**src/rtl/sm4_pkg.sv**
```systemverilog
// Shared types and constants for the SM4 engine front-end arbiter.
package sm4_pkg;

    localparam int num_req_lp         = 4;
    localparam int req_id_width_lp    = $clog2(num_req_lp);
    localparam int sm4_block_width_lp = 128;

    typedef logic [req_id_width_lp-1:0] req_id_t;

    typedef enum logic [1:0] {
        e_idle,
        e_issue,
        e_wait,
        e_resp
    } state_e;

    function automatic logic [num_req_lp-1:0] id_to_onehot(input req_id_t id);
        logic [num_req_lp-1:0] oh;
        oh     = '0;
        oh[id] = 1'b1;
        return oh;
    endfunction

endpackage

```
**src/rtl/sm4_req_arbiter_priority_encoder.sv**
```systemverilog
// Purpose: index of the lowest set bit of bits_i, optional any-bit-set flag.
// Latency: purely combinational.
// Backpressure: none; no handshake.
module priority_encoder #(
    parameter int width_p     = 4,
    parameter bit valid_bit_p = 1'b1,
    localparam int lg_width_lp = (width_p > 1) ? $clog2(width_p) : 1
) (
    input  logic [width_p-1:0]     bits_i,
    output logic [lg_width_lp-1:0] addr_o,
    output logic                   v_o
);

    // Scan high to low so the lowest set bit wins the last assignment.
    always_comb begin
        addr_o = '0;
        for (int k = width_p - 1; k >= 0; k--) begin
            if (bits_i[k]) begin
                addr_o = k[lg_width_lp-1:0];
            end
        end
    end

    assign v_o = valid_bit_p ? (|bits_i) : 1'b0;

endmodule

```
**src/rtl/sm4_req_arbiter.sv**
```systemverilog
// Purpose: round-robin share of one SM4 engine among four requesters, one whole transaction per grant.
// Latency: accept T, engine issue T+1, result T+2, response T+3, next accept T+4 at best.
// Backpressure: engine ready and per-requester response ready stall in place; requesters hold req_v_i while busy.
module sm4_req_arbiter
    import sm4_pkg::*;
#(
    parameter int data_width_p = sm4_block_width_lp
) (
    input  logic                                    clk_i,
    input  logic                                    rst_ni,
    input  logic [num_req_lp-1:0]                   req_v_i,
    input  logic [num_req_lp-1:0][data_width_p-1:0] req_data_i,
    output logic [num_req_lp-1:0]                   req_yumi_o,
    output logic                                    eng_v_o,
    output logic [data_width_p-1:0]                 eng_data_o,
    input  logic                                    eng_ready_i,
    input  logic                                    eng_v_i,
    input  logic [data_width_p-1:0]                 eng_data_i,
    output logic                                    eng_yumi_o,
    output logic [num_req_lp-1:0]                   resp_v_o,
    output logic [data_width_p-1:0]                 resp_data_o,
    input  logic [num_req_lp-1:0]                   resp_ready_i,
    output logic [req_id_width_lp-1:0]              grant_id_o,
    output logic                                    busy_o
);

    state_e                  state_r, state_n;
    req_id_t                 last_grant_r;
    req_id_t                 grant_r;
    logic [data_width_p-1:0] block_r;
    logic [data_width_p-1:0] result_r;

    req_id_t                 start_id;
    req_id_t                 enc_addr;
    req_id_t                 winner;
    logic                    any_req;
    logic [num_req_lp-1:0]   rot_req;
    logic                    accept;
    logic                    complete;

    // Search begins one past the last served requester so it ends up lowest priority.
    assign start_id = last_grant_r + req_id_t'(1);

    always_comb begin
        rot_req = '0;
        for (int j = 0; j < num_req_lp; j++) begin
            rot_req[j] = req_v_i[start_id + req_id_t'(j)];
        end
    end

    priority_encoder #(
        .width_p    (num_req_lp),
        .valid_bit_p(1'b1)
    ) u_prio_enc (
        .bits_i(rot_req),
        .addr_o(enc_addr),
        .v_o   (any_req)
    );

    assign winner = enc_addr + start_id;

    always_ff @(posedge clk_i or negedge rst_ni) begin
        if (!rst_ni) begin
            state_r <= e_idle;
        end else begin
            state_r <= state_n;
        end
    end

    always_comb begin
        state_n    = state_r;
        accept     = 1'b0;
        complete   = 1'b0;
        eng_v_o    = 1'b0;
        eng_yumi_o = 1'b0;
        resp_v_o   = '0;
        case (state_r)
            e_idle: begin
                if (any_req) begin
                    accept  = 1'b1;
                    state_n = e_issue;
                end
            end
            e_issue: begin
                eng_v_o = 1'b1;
                if (eng_ready_i) begin
                    state_n = e_wait;
                end
            end
            e_wait: begin
                if (eng_v_i) begin
                    eng_yumi_o = 1'b1;
                    state_n    = e_resp;
                end
            end
            e_resp: begin
                resp_v_o = id_to_onehot(grant_r);
                if (resp_ready_i[grant_r]) begin
                    complete = 1'b1;
                    state_n  = e_idle;
                end
            end
            default: state_n = e_idle;
        endcase
    end

    // While reset is asserted nothing would be captured, so no requester may see an accept.
    assign req_yumi_o = (accept && rst_ni) ? id_to_onehot(winner) : '0;

    always_ff @(posedge clk_i or negedge rst_ni) begin
        if (!rst_ni) begin
            last_grant_r <= req_id_t'(num_req_lp - 1);
            grant_r      <= '0;
        end else begin
            if (accept) begin
                grant_r <= winner;
            end
            if (complete) begin
                last_grant_r <= grant_r;
            end
        end
    end

    always_ff @(posedge clk_i or negedge rst_ni) begin
        if (!rst_ni) begin
            block_r <= '0;
        end else if (accept) begin
            block_r <= req_data_i[winner];
        end
    end

    always_ff @(posedge clk_i or negedge rst_ni) begin
        if (!rst_ni) begin
            result_r <= '0;
        end else if (eng_yumi_o) begin
            result_r <= eng_data_i;
        end
    end

    assign eng_data_o  = block_r;
    assign resp_data_o = result_r;
    assign grant_id_o  = grant_r;
    assign busy_o      = (state_r != e_idle);

endmodule

```
**config.mk**
```make
export PLATFORM = sky130hd
export DESIGN_NAME = sm4_req_arbiter
export DESIGN_NICKNAME = d
export VERILOG_FILES = /design/src/rtl/sm4_pkg.sv /design/src/rtl/sm4_req_arbiter_priority_encoder.sv /design/src/rtl/sm4_req_arbiter.sv
export SDC_FILE = /design/constraint.sdc
export NUM_CORES = 1
export LEC_CHECK = 0
export BUFFER_PORTS_ARGS = -buffer_cell sky130_fd_sc_hd__buf_2
export CORE_AREA = 10 10 346 348
export DETAILED_ROUTE_END_ITERATION = 6
export DIE_AREA = 0 0 356 358
export PLACE_DENSITY = 0.33
export SLEW_MARGIN = 40
export SYNTH_ARGS = -nofsm -noshare
export SYNTH_HDL_FRONTEND = slang
export SYNTH_HIERARCHICAL = 1
export SYNTH_SLANG_ARGS = --single-unit
```
**constraint.sdc**
```tcl
create_clock -name clk_i -period 3.52 [get_ports clk_i]
set_input_delay 0.528 -clock clk_i [delete_from_list [all_inputs] [get_ports clk_i]]
set_output_delay 0.528 -clock clk_i [all_outputs]
set_load 0.02 [all_outputs]
```
==> run_results.csv, run 1 <==
group,metric,value,unit
outcome,status,"complete, no violations",
placement,pre_cts_ws,140,ps
setup_path,crit_path_end_kind,"output port",
setup_path,slowest_delay,550,ps
pwr,internal-power,15.3,mW
finish,nets,2366,
yosys,synth_area_leaders,"dfrtp_1, mux4_2, mux2_2",
floorplan,die_width,356,um
route,vias_per_cell,3.49,
clocking,cts_tree,"built",
setup_path,required,2990,ps
finish,syn_to_final_growth,63.1,%
placement,dpl.hpwl,64.2,mm
setup_path,cp_max_fo,8,
pwr,leakagePower,9.71,nW
sta,period_share,99.8,%
sta,maxSlewViolCount,0,
sta,max_slew_margin,54.2,%
clocking,clk_pin_slew,50,ps
grt,antenna_found_initial,52,
route,avgRoutedWirePerCell,23.4,um
sta,period_minus_slack,3510,ps
sta,fin_ws,6.18,ps
route,dr.first_iter.drc_count,432,
finish,layout.cells.most_common,"buf_2",
grt,grt_usage,11.3,%
clocking,htree_levels,2,
setup_path,worst-setup-path-type,"reg -> out",
floorplan,pin_count,921,
yosys,synthFlopType,"dfrtp_1",
clocking,clk-insertion-delay-late,580,ps
route,drc_errors,0,
yosys,yosys.area.top_type,"dfrtp_1",
finish,layout_common_cells,"buf_2, dfrtp_1, mux2_2",
finish,postLayoutCoreUtil,19.0,%
sta,fmax,0.285,GHz
placement,place.port_buffers,920,
grt,grt_pass1_wl,103,mm
yosys,synthCells,761,
pwr,powerDensity,1210,nW/um^2
floorplan,coreArea,112000,sq um
route,first_pass_iters,4,
grt,grt_pass1_vias,13161,
yosys,syn-mean-instance-area,17.2,sq um
pwr,p_switching,10.4,mW
floorplan,initial_utilization,11.6,%
floorplan,die_area,127000,sq um
pwr,ir_drop,0.694,mV
route,wl,76.1,mm
clocking,cts_buffer_depth,3,
sta,hold_viol_final,0,
floorplan,row_count,123,
sta,grt_setup_unrepaired,"yes",
yosys,ys_ff_latch,262,
grt,grt_remaining_overflow,0,
route,vias,11359,
clocking,cts_root_buf,"clkbuf_16",
sta,tightest_slew,686,ps
setup_path,path_buf_inv,2,
pwr,pwr-share-clk,16.3,%
route,ant_nets,0,
yosys,synth_fp_nets,1418,
pwr,switching_share,40.5,%
floorplan,die_height,358,um
clocking,cts_made_buffers,38,
clocking,cts_sinks,262,
yosys,synth_edf_count,0,
grt,grt_max_degree,119,
sta,setup_viol,0,
placement,routabilityCongestion,0.884,
yosys,async_flop_share,100,%
pwr,p_seq_share,21.3,%
setup_path,crit_slowest_cell,"dfstp_2",
setup_path,critPathTopFamily,"flip-flops",
yosys,yosys_warnings,6,
setup_path,start_kind,"register",
run,max_cap_violations,0,
setup_path,crit_chain,"mux4_2, nand2b_4, a21oi_4, ha_4, xor2_2, xnor2_2, buf_12, nor3b_2, buf_4",
yosys,synthDominantCellAreaShare,49.8,%
min_path,hp-class,"in -> reg",
setup_path,arrival,2990,ps
yosys,synthesis.area,13100,sq um
finish,layout-drive-gt1-share,82.7,%
pwr,power_frac_comb,62.4,%
yosys,ys_types,27,
yosys,synth_seq_area_share,50.2,%
sta,clock_skew,12.4,ps
sta,finalSetupTns,0,ps
[state kept, by name, summed over array words and instances (netlist names)]
name          flops
resp_data_o     128
state_r           2
eng_data_o      128
last_grant_r      2
grant_id_o        2
[what timing repair did]
action,CTS,global route
setup endpoints to repair,4,4
gates resized for setup,14,2
pin swaps,6,1
setup buffers,6,0
endpoints found under the hold margin,32,0
hold buffers,1,0
[routing by layer]
metal	up-vias	part of all wire, %	global-route usage (%)
met5	-	0.32	0
met4	36	3.2	4.38
met3	153	9.9	4.96
met2	549	53	20.3
met1	5729	34	11.3
li1	4892	-	-
[area by class of cell]
| class | count | area, sq um |
|---|---|---|
| clock inverter | 18 | 290 |
| fill | 12417 | 91000 |
| inverter | 7 | 26.3 |
| tap | 1500 | 1880 |
| timing repair buffer | 968 | 5210 |
| clock buffer | 50 | 1060 |
| multi-input combinational | 432 | 6250 |
| sequential | 262 | 6560 |
| antenna | 14 | 35.0 |
[kinds of logic (layout without fill, tap and decap cells)]
kind of cell,count (synthesis),in the layout,share of synthesized area (%)
buffers and inverters,67,1043,2.51
and+or+nand+nor,28,28,1.02
xor gates and xnor gates,3,3,0.259
adders and majority gates,5,5,0.479
DFF,262,262,50.2
AOI/OAI and AO/OA,3,3,0.172
other,0,14,0
muxes,393,393,45.3
[power groups by stage]
stage               clock network, mW  registers, mW  logic (mW)
floorplan                           0           7.34        8.90
global placement                    0           5.54        16.1
detailed placement                  0           5.55        16.2
CTS                              4.41           5.53        16.5
global route                     4.53           5.72        17.3
finish                           4.20           5.49        16.1
[cell usage after synthesis (2+ instances only)]
| library cell | count |
|---|---|
| nor2b_1 | 2 |
| buf_6 | 7 |
| mux2_2 | 259 |
| buf_2 | 15 |
| nor3b_1 | 2 |
| xnor2_1 | 2 |
| mux4_2 | 133 |
| dfrtp_1 | 260 |
| inv_1 | 7 |
| dfstp_2 | 2 |
| nand2_1 | 11 |
| nor2_1 | 5 |
| and2_1 | 2 |
| nor3_1 | 3 |
| buf_1 | 2 |
| clkbuf_1 | 34 |
| ha_1 | 5 |
[metrics by stage]
step / area, sq um / total power [mW] / std cells / hold WS, ps
3_5_place_dp: 19700 / 21.8 / 3160 / 445
2_1_floorplan: 13100 / 16.2 / 761 / 232
3_3_place_gp: 19700 / 21.6 / 3160 / 448
5_1_grt: 21300 / 27.5 / 3245 / 116
4_1_cts: 21200 / 26.4 / 3235 / 98.5
6_report: 21300 / 25.8 / 3251 / 170
[worst paths after layout]
kind	to	slack, ps	cells past startpoint	startpoint
min in group asynchronous	eng_data_o[50]	440	2	rst_ni
min reg2reg	resp_data_o[51]	500	1	resp_data_o[51]
max	req_yumi_o[2]	6	9	last_grant_r[1]
min	resp_data_o[71]	170	2	eng_data_i[71]
max reg2reg	eng_data_o[9]	180	11	last_grant_r[1]
max in group asynchronous	resp_data_o[58]	1930	4	rst_ni
No activity file was read; power rests on OpenSTA's default activity.
==> inputs of run 2 (changes only) <==
Settings changed: CORE_AREA 10 10 346 348 to 4 4 354 356, DIE_AREA 0 0 356 358 to 0 0 358 360, PLACE_DENSITY 0.33 to 0.31, SKIP_CTS_REPAIR_TIMING from default to 1.
==> run 2 against run 1 <==
Against the previous run:
- setup slack better by 19 ps
- critical path depth unchanged
- clock power down 9.3%
- register-to-register slack worse by 50 ps
- sequential share of layout area down 0.070 points
- clock skew up 12 ps
- count of clock-buffer cells in the layout up 10
- via count down 0.79%
- wire length down 6.3%
- power down 0.47%
- non-clock buffer count up 3
- flip-flop and latch count unchanged
- largest power group unchanged
==> run_results.csv, run 2 (same netlist as run 1, synthesis figures left out) <==
group,metric,value,unit
finish,layout-drive-gt1-share,82.4,%
setup_path,crit_path_end_kind,"output port",
sta,clock_skew,24.6,ps
grt,grt_pass1_vias,12744,
setup_path,slowest_delay,610,ps
placement,numPlacedInstances,3288,
placement,dpl.hpwl,58.9,mm
finish,layout.cells.most_common,"buf_2",
grt,grt_remaining_overflow,0,
pwr,leakagePower,9.66,nW
clocking,clk_pin_slew,60,ps
sta,setup_viol,0,
grt,use_met2,19.3,%
min_path,hp-class,"in -> reg",
route,avgRoutedWirePerCell,21.0,um
finish,instances_no_fill,3389,
route,vias_per_cell,3.33,
setup_path,cp_max_fo,6,
route,drc_errors,0,
grt,grtUsageMet3,3.82,%
setup_path,arrival,2970,ps
grt,antenna_found_initial,41,
grt,grt_use_met1,11.2,%
min_path,hp-start,"eng_data_i[41]",
sta,max_slew_margin,44.1,%
sta,whs,188,ps
grt,grt_usage,10.5,%
finish,seqCellArea,6560,sq um
finish,postLayoutCoreUtil,17.5,%
floorplan,pin_count,921,
finish,syn_to_final_growth,63.5,%
floorplan,die_height,360,um
clocking,cts_tree,"built",
route,first_pass_iters,5,
pwr,ir_drop,0.657,mV
grt,top_usage_layer,"met2",
setup_path,crit_path_start,"last_grant_r[0]",
finish,multi_input_area,6270,sq um
floorplan,initial_utilization,10.7,%
floorplan,die_area,129000,sq um
setup_path,crit_chain,"mux4_2, nand2b_4, a21oi_4, ha_4, xor2_4, xnor2_4, buf_12, nor3b_4, buf_6",
grt,grt_pass1_wl,96.7,mm
floorplan,die_width,358,um
route,dr.first_iter.drc_count,475,
floorplan,row_count,128,
route,ant_nets,0,
sta,period_minus_slack,3490,ps
sta,fmax,0.286,GHz
outcome,status,"complete, no violations",
setup_path,crit_slowest_cell,"dfstp_2",
sta,maxSlewViolCount,0,
setup_path,required,2990,ps
setup_path,start_kind,"register",
sta,finalSetupTns,0,ps
grt,grt_max_degree,96,
clocking,cts_buffer_depth,3,
clocking,cts_root_buf,"clkbuf_16",
placement,place.port_buffers,920,
sta,grt_setup_unrepaired,"yes",
sta,fin_ws,25.1,ps
route,wl,71.3,mm
clocking,htree_levels,2,
floorplan,coreArea,122000,sq um
clocking,clk-insertion-delay-late,570,ps
finish,nets,2369,
sta,tightest_slew,838,ps
setup_path,critPathTopFamily,"flip-flops",
run,max_cap_violations,0,
placement,routabilityCongestion,0.795,
pwr,powerDensity,1200,nW/um^2
setup_path,reg2reg_from,"last_grant_r[0]",
setup_path,worst-setup-path-type,"reg -> out",
placement,pre_cts_ws,137,ps
clocking,cts_made_buffers,38,
finish,layout_common_cells,"buf_2, dfrtp_1, mux2_2",
route,vias,11269,
finish,num-fill-cells,13555,
clocking,cts_sinks,262,
sta,hold_viol_final,0,
sta,period_share,99.3,%
setup_path,path_buf_inv,2,
-- run 2: cell types whose count changed in the layout (fill, tap and decap cells not counted), moves of 3 or more --
| cell | delta |
|---|---|
| buf_4 | +6 |
| bufinv_16 | -6 |
| clkbuf_1 | +3 |
| clkbuf_8 | +7 |
| diode_2 | +10 |
-- run 2: routing by layer --
metal  routed length, um  share of wire [%]
met4                2020                2.8
met3                6480                9.1
met1               25800                 36
met2               36900                 52
met5                  83               0.12
-- run 2: cell type report --
cell class / instances / area share (%)
diodes: 24 / 0.281
multi-input cells: 432 / 29.4
repair buffers: 971 / 24.3
well taps: 1625 / 9.52
inverters: 7 / 0.123
flip-flops and latches: 262 / 30.7
clock buffers: 60 / 5.45
clock inverters: 8 / 0.287
-- run 2: per-stage QoR --
stage / power [mW] / area [sq um]
4_1_cts: 25.8 / 21100
3_3_place_gp: 21.6 / 19900
5_1_grt: 27.3 / 21300
6_report: 25.6 / 21400
2_1_floorplan: 16.2 / 13100
3_5_place_dp: 21.8 / 19900
-- run 2: path summary, 6_finish.rpt --
check	slack, ps	cells past startpoint	end
setup / recovery	30	9	req_yumi_o[2]
hold / removal	190	2	resp_data_o[41]
setup reg to reg	130	11	eng_data_o[10]
hold reg to reg	500	1	resp_data_o[66]
max in group asynchronous	2080	3	resp_data_o[83]
min in group asynchronous	440	2	resp_data_o[37]
-- run 2: where the power goes --
part	internal (mW)	switching, mW	leakage (nW)
logic	8.25	8.03	5.97
registers	4.66	0.882	3.08
clock network	2.26	1.54	0.604
-- run 2: worst register-to-register path: cells and delay by family (launching register included) --
family / cells / cell delay, ps
multiplexers: 3 / 1180
flip-flops: 1 / 610
AO/OA/AOI/OAI: 1 / 60
AND/OR/NAND/NOR: 1 / 110
buffers and inverters: 3 / 750
adder cells (fa/ha/maj): 1 / 170
XOR/XNOR: 2 / 380
==> inputs of run 3 (changes only) <==
Settings changed: CELL_PAD_IN_SITES_DETAIL_PLACEMENT from default to 1, CELL_PAD_IN_SITES_GLOBAL_PLACEMENT from default to 1, CORE_AREA 4 4 354 356 to 4 4 360 362, DIE_AREA 0 0 358 360 to 0 0 364 366, PLACE_DENSITY 0.31 to 0.35.
Clock period 3.52 ns to 3.27 ns, I/O delays scaled along.
==> run 3 against run 2 <==
Against the previous run:
- the flow now finishes with violations (setup timing)
- setup slack lost 360 ps
- non-clock buffer count increased by 22
- count of clock-buffer cells in the layout decreased by 4
- hold slack lost 52 ps
- sequential share of layout area down 1.0 points
- critical path type unchanged
==> run_results.csv, run 3 (same netlist as run 1, synthesis figures left out) <==
group,metric,value,unit
setup_path,arrival,3110,ps
finish,num-fill-cells,14543,
grt,grt_remaining_overflow,0,
route,avgRoutedWirePerCell,22.7,um
sta,setup_viol,59,
route,dr.first_iter.drc_count,355,
setup_path,crit_path_end_kind,"output port",
run,max_cap_violations,0,
pwr,finalPower,30.5,mW
pwr,pwr-share-clk,14.1,%
finish,layout-drive-gt1-share,83.0,%
clocking,cts_root_buf,"clkbuf_16",
grt,grt_usage,10.9,%
sta,finalSetupTns,-4640,ps
sta,maxSlewViolCount,0,
finish,instances_no_fill,3442,
finish,layout_common_cells,"buf_2, dfrtp_1, mux2_2",
outcome,status,"finished, violations left",
sta,clock_skew,26.5,ps
finish,syn_to_final_growth,69.1,%
min_path,hold_end,"resp_data_o[121]",
setup_path,reg2reg_depth,13,
finish,seqCellArea,6560,sq um
clocking,htree_levels,2,
pwr,power_frac_comb,66.3,%
floorplan,initial_utilization,10.3,%
finish,multi_input_area,6460,sq um
finish,nets,2391,
floorplan,die_height,366,um
pwr,powerDensity,1380,nW/um^2
pwr,switching_share,39.9,%
floorplan,pin_count,921,
setup_path,cp_max_fo,5,
sta,fin_ws,-333,ps
route,vias,11586,
route,wl,78.0,mm
setup_path,reg2reg_to,"eng_data_o[5]",
pwr,ir_drop,0.662,mV
placement,place.port_buffers,920,
placement,numPlacedInstances,3331,
route,ant_nets,0,
outcome,violations,"setup timing",
floorplan,row_count,131,
grt,grt_max_degree,120,
sta,fmax,0.278,GHz
grt,grt_pass1_vias,13353,
clocking,cts_buffer_depth,3,
setup_path,worst-setup-path-type,"reg -> out",
sta,whs,136,ps
floorplan,die_area,133000,sq um
min_path,hp-start,"eng_data_i[121]",
clocking,cts_sinks,262,
sta,grt_setup_unrepaired,"yes",
setup_path,ff2ff_setup_slack,-120,ps
setup_path,crit_slowest_cell,"dfstp_2",
placement,routabilityCongestion,0.833,
grt,antenna_found_initial,60,
floorplan,die_width,364,um
clocking,cts_made_buffers,38,
clocking,clk_pin_slew,60,ps
sta,hold_viol_final,0,
setup_path,reg2reg_from,"last_grant_r[1]",
pwr,internal-power,18.4,mW
sta,max_slew_margin,43.2,%
pwr,p_switching,12.2,mW
pwr,p_seq_share,19.6,%
route,first_pass_iters,6,
sta,period_share,110,%
clocking,cts_tree,"built",
sta,period_minus_slack,3600,ps
setup_path,slowest_delay,540,ps
sta,tightest_slew,851,ps
route,drc_errors,0,
floorplan,coreArea,127000,sq um
grt,grt_pass1_wl,104,mm
route,vias_per_cell,3.37,
placement,dpl.hpwl,64.3,mm
setup_path,crit_chain,"mux4_2, nand2b_4, a21oi_4, ha_4, xor2_4, xnor2_4, buf_12, buf_8, nor3b_4, buf_6",
setup_path,required,2780,ps
min_path,hp-class,"in -> reg",
finish,postLayoutCoreUtil,17.4,%
clocking,clk-insertion-delay-late,580,ps
pwr,leakagePower,10.1,nW
setup_path,start_kind,"register",
min_path,hold_depth,2,
finish,layout.cells.most_common,"buf_2",
[run 3: cell types whose count changed in the layout (fill, tap and decap cells not counted), moves of 2 or more]
cell / delta
diode_2: -5
clkbuf_1: -4
mux2_4: +50
inv_6: -2
buf_8: +5
bufinv_16: +2
clkbuf_16: +7
buf_2: -2
clkinv_2: +2
mux2_2: -50
buf_16: +5
buf_6: +8
[run 3: cell type report]
class	count	share of cell area [%]
diodes	19	0.215
multi-input cells	432	29.3
clock inverters	11	0.589
well taps	1662	9.42
flip-flops and latches	262	29.7
repair buffers	993	25.4
clock buffers	56	5.25
inverters	7	0.119
[run 3: power by group through the flow]
stage / Clock, mW / Combinational, mW / Sequential [mW]
after floorplan: 0 / 9.59 / 7.91
after global placement: 0 / 17.5 / 6.02
after detailed placement: 0 / 17.7 / 6.05
after CTS: 4.55 / 17.8 / 6.03
after global routing: 4.68 / 21.5 / 6.24
final: 4.31 / 20.2 / 5.98
[run 3: worst max path at each step]
stage,slack [ps],depth (start not counted),to,start
after floorplan,-40,10,eng_data_o[55],last_grant_r[0]
final,-330,10,req_yumi_o[2],last_grant_r[1]
after detailed placement,-20,8,eng_data_o[57],req_v_i[2]
after CTS,-590,10,req_yumi_o[2],last_grant_r[0]
after global routing,-480,10,req_yumi_o[2],last_grant_r[1]
after global placement,9,12,eng_data_o[10],req_v_i[2]
[run 3: routing by layer]
layer	share of wire [%]	global-route usage, %	up-vias
li1	-	-	4939
met1	35	11.3	5894
met2	53	20.5	601
met3	9.1	3.83	130
met4	2.7	3.35	22
met5	0.17	0	-
[run 3: worst max-delay path: cells and delay by family (launching register included)]
kind | cells | cell delay [ps]
multiplexers | 1 | 520
flip-flops | 1 | 540
AO/OA/AOI/OAI | 1 | 140
XOR/XNOR | 2 | 350
adder cells (fa/ha/maj) | 1 | 170
buffers and inverters | 3 | 420
AND/OR/NAND/NOR | 2 | 360
[run 3: per-stage QoR]
stage	setup slack [ps]	area, sq um
after global placement	9.00	20000
after floorplan	-40.2	13100
after detailed placement	-21.6	20000
final	-333	22100
after CTS	-594	21300
after global routing	-485	22100
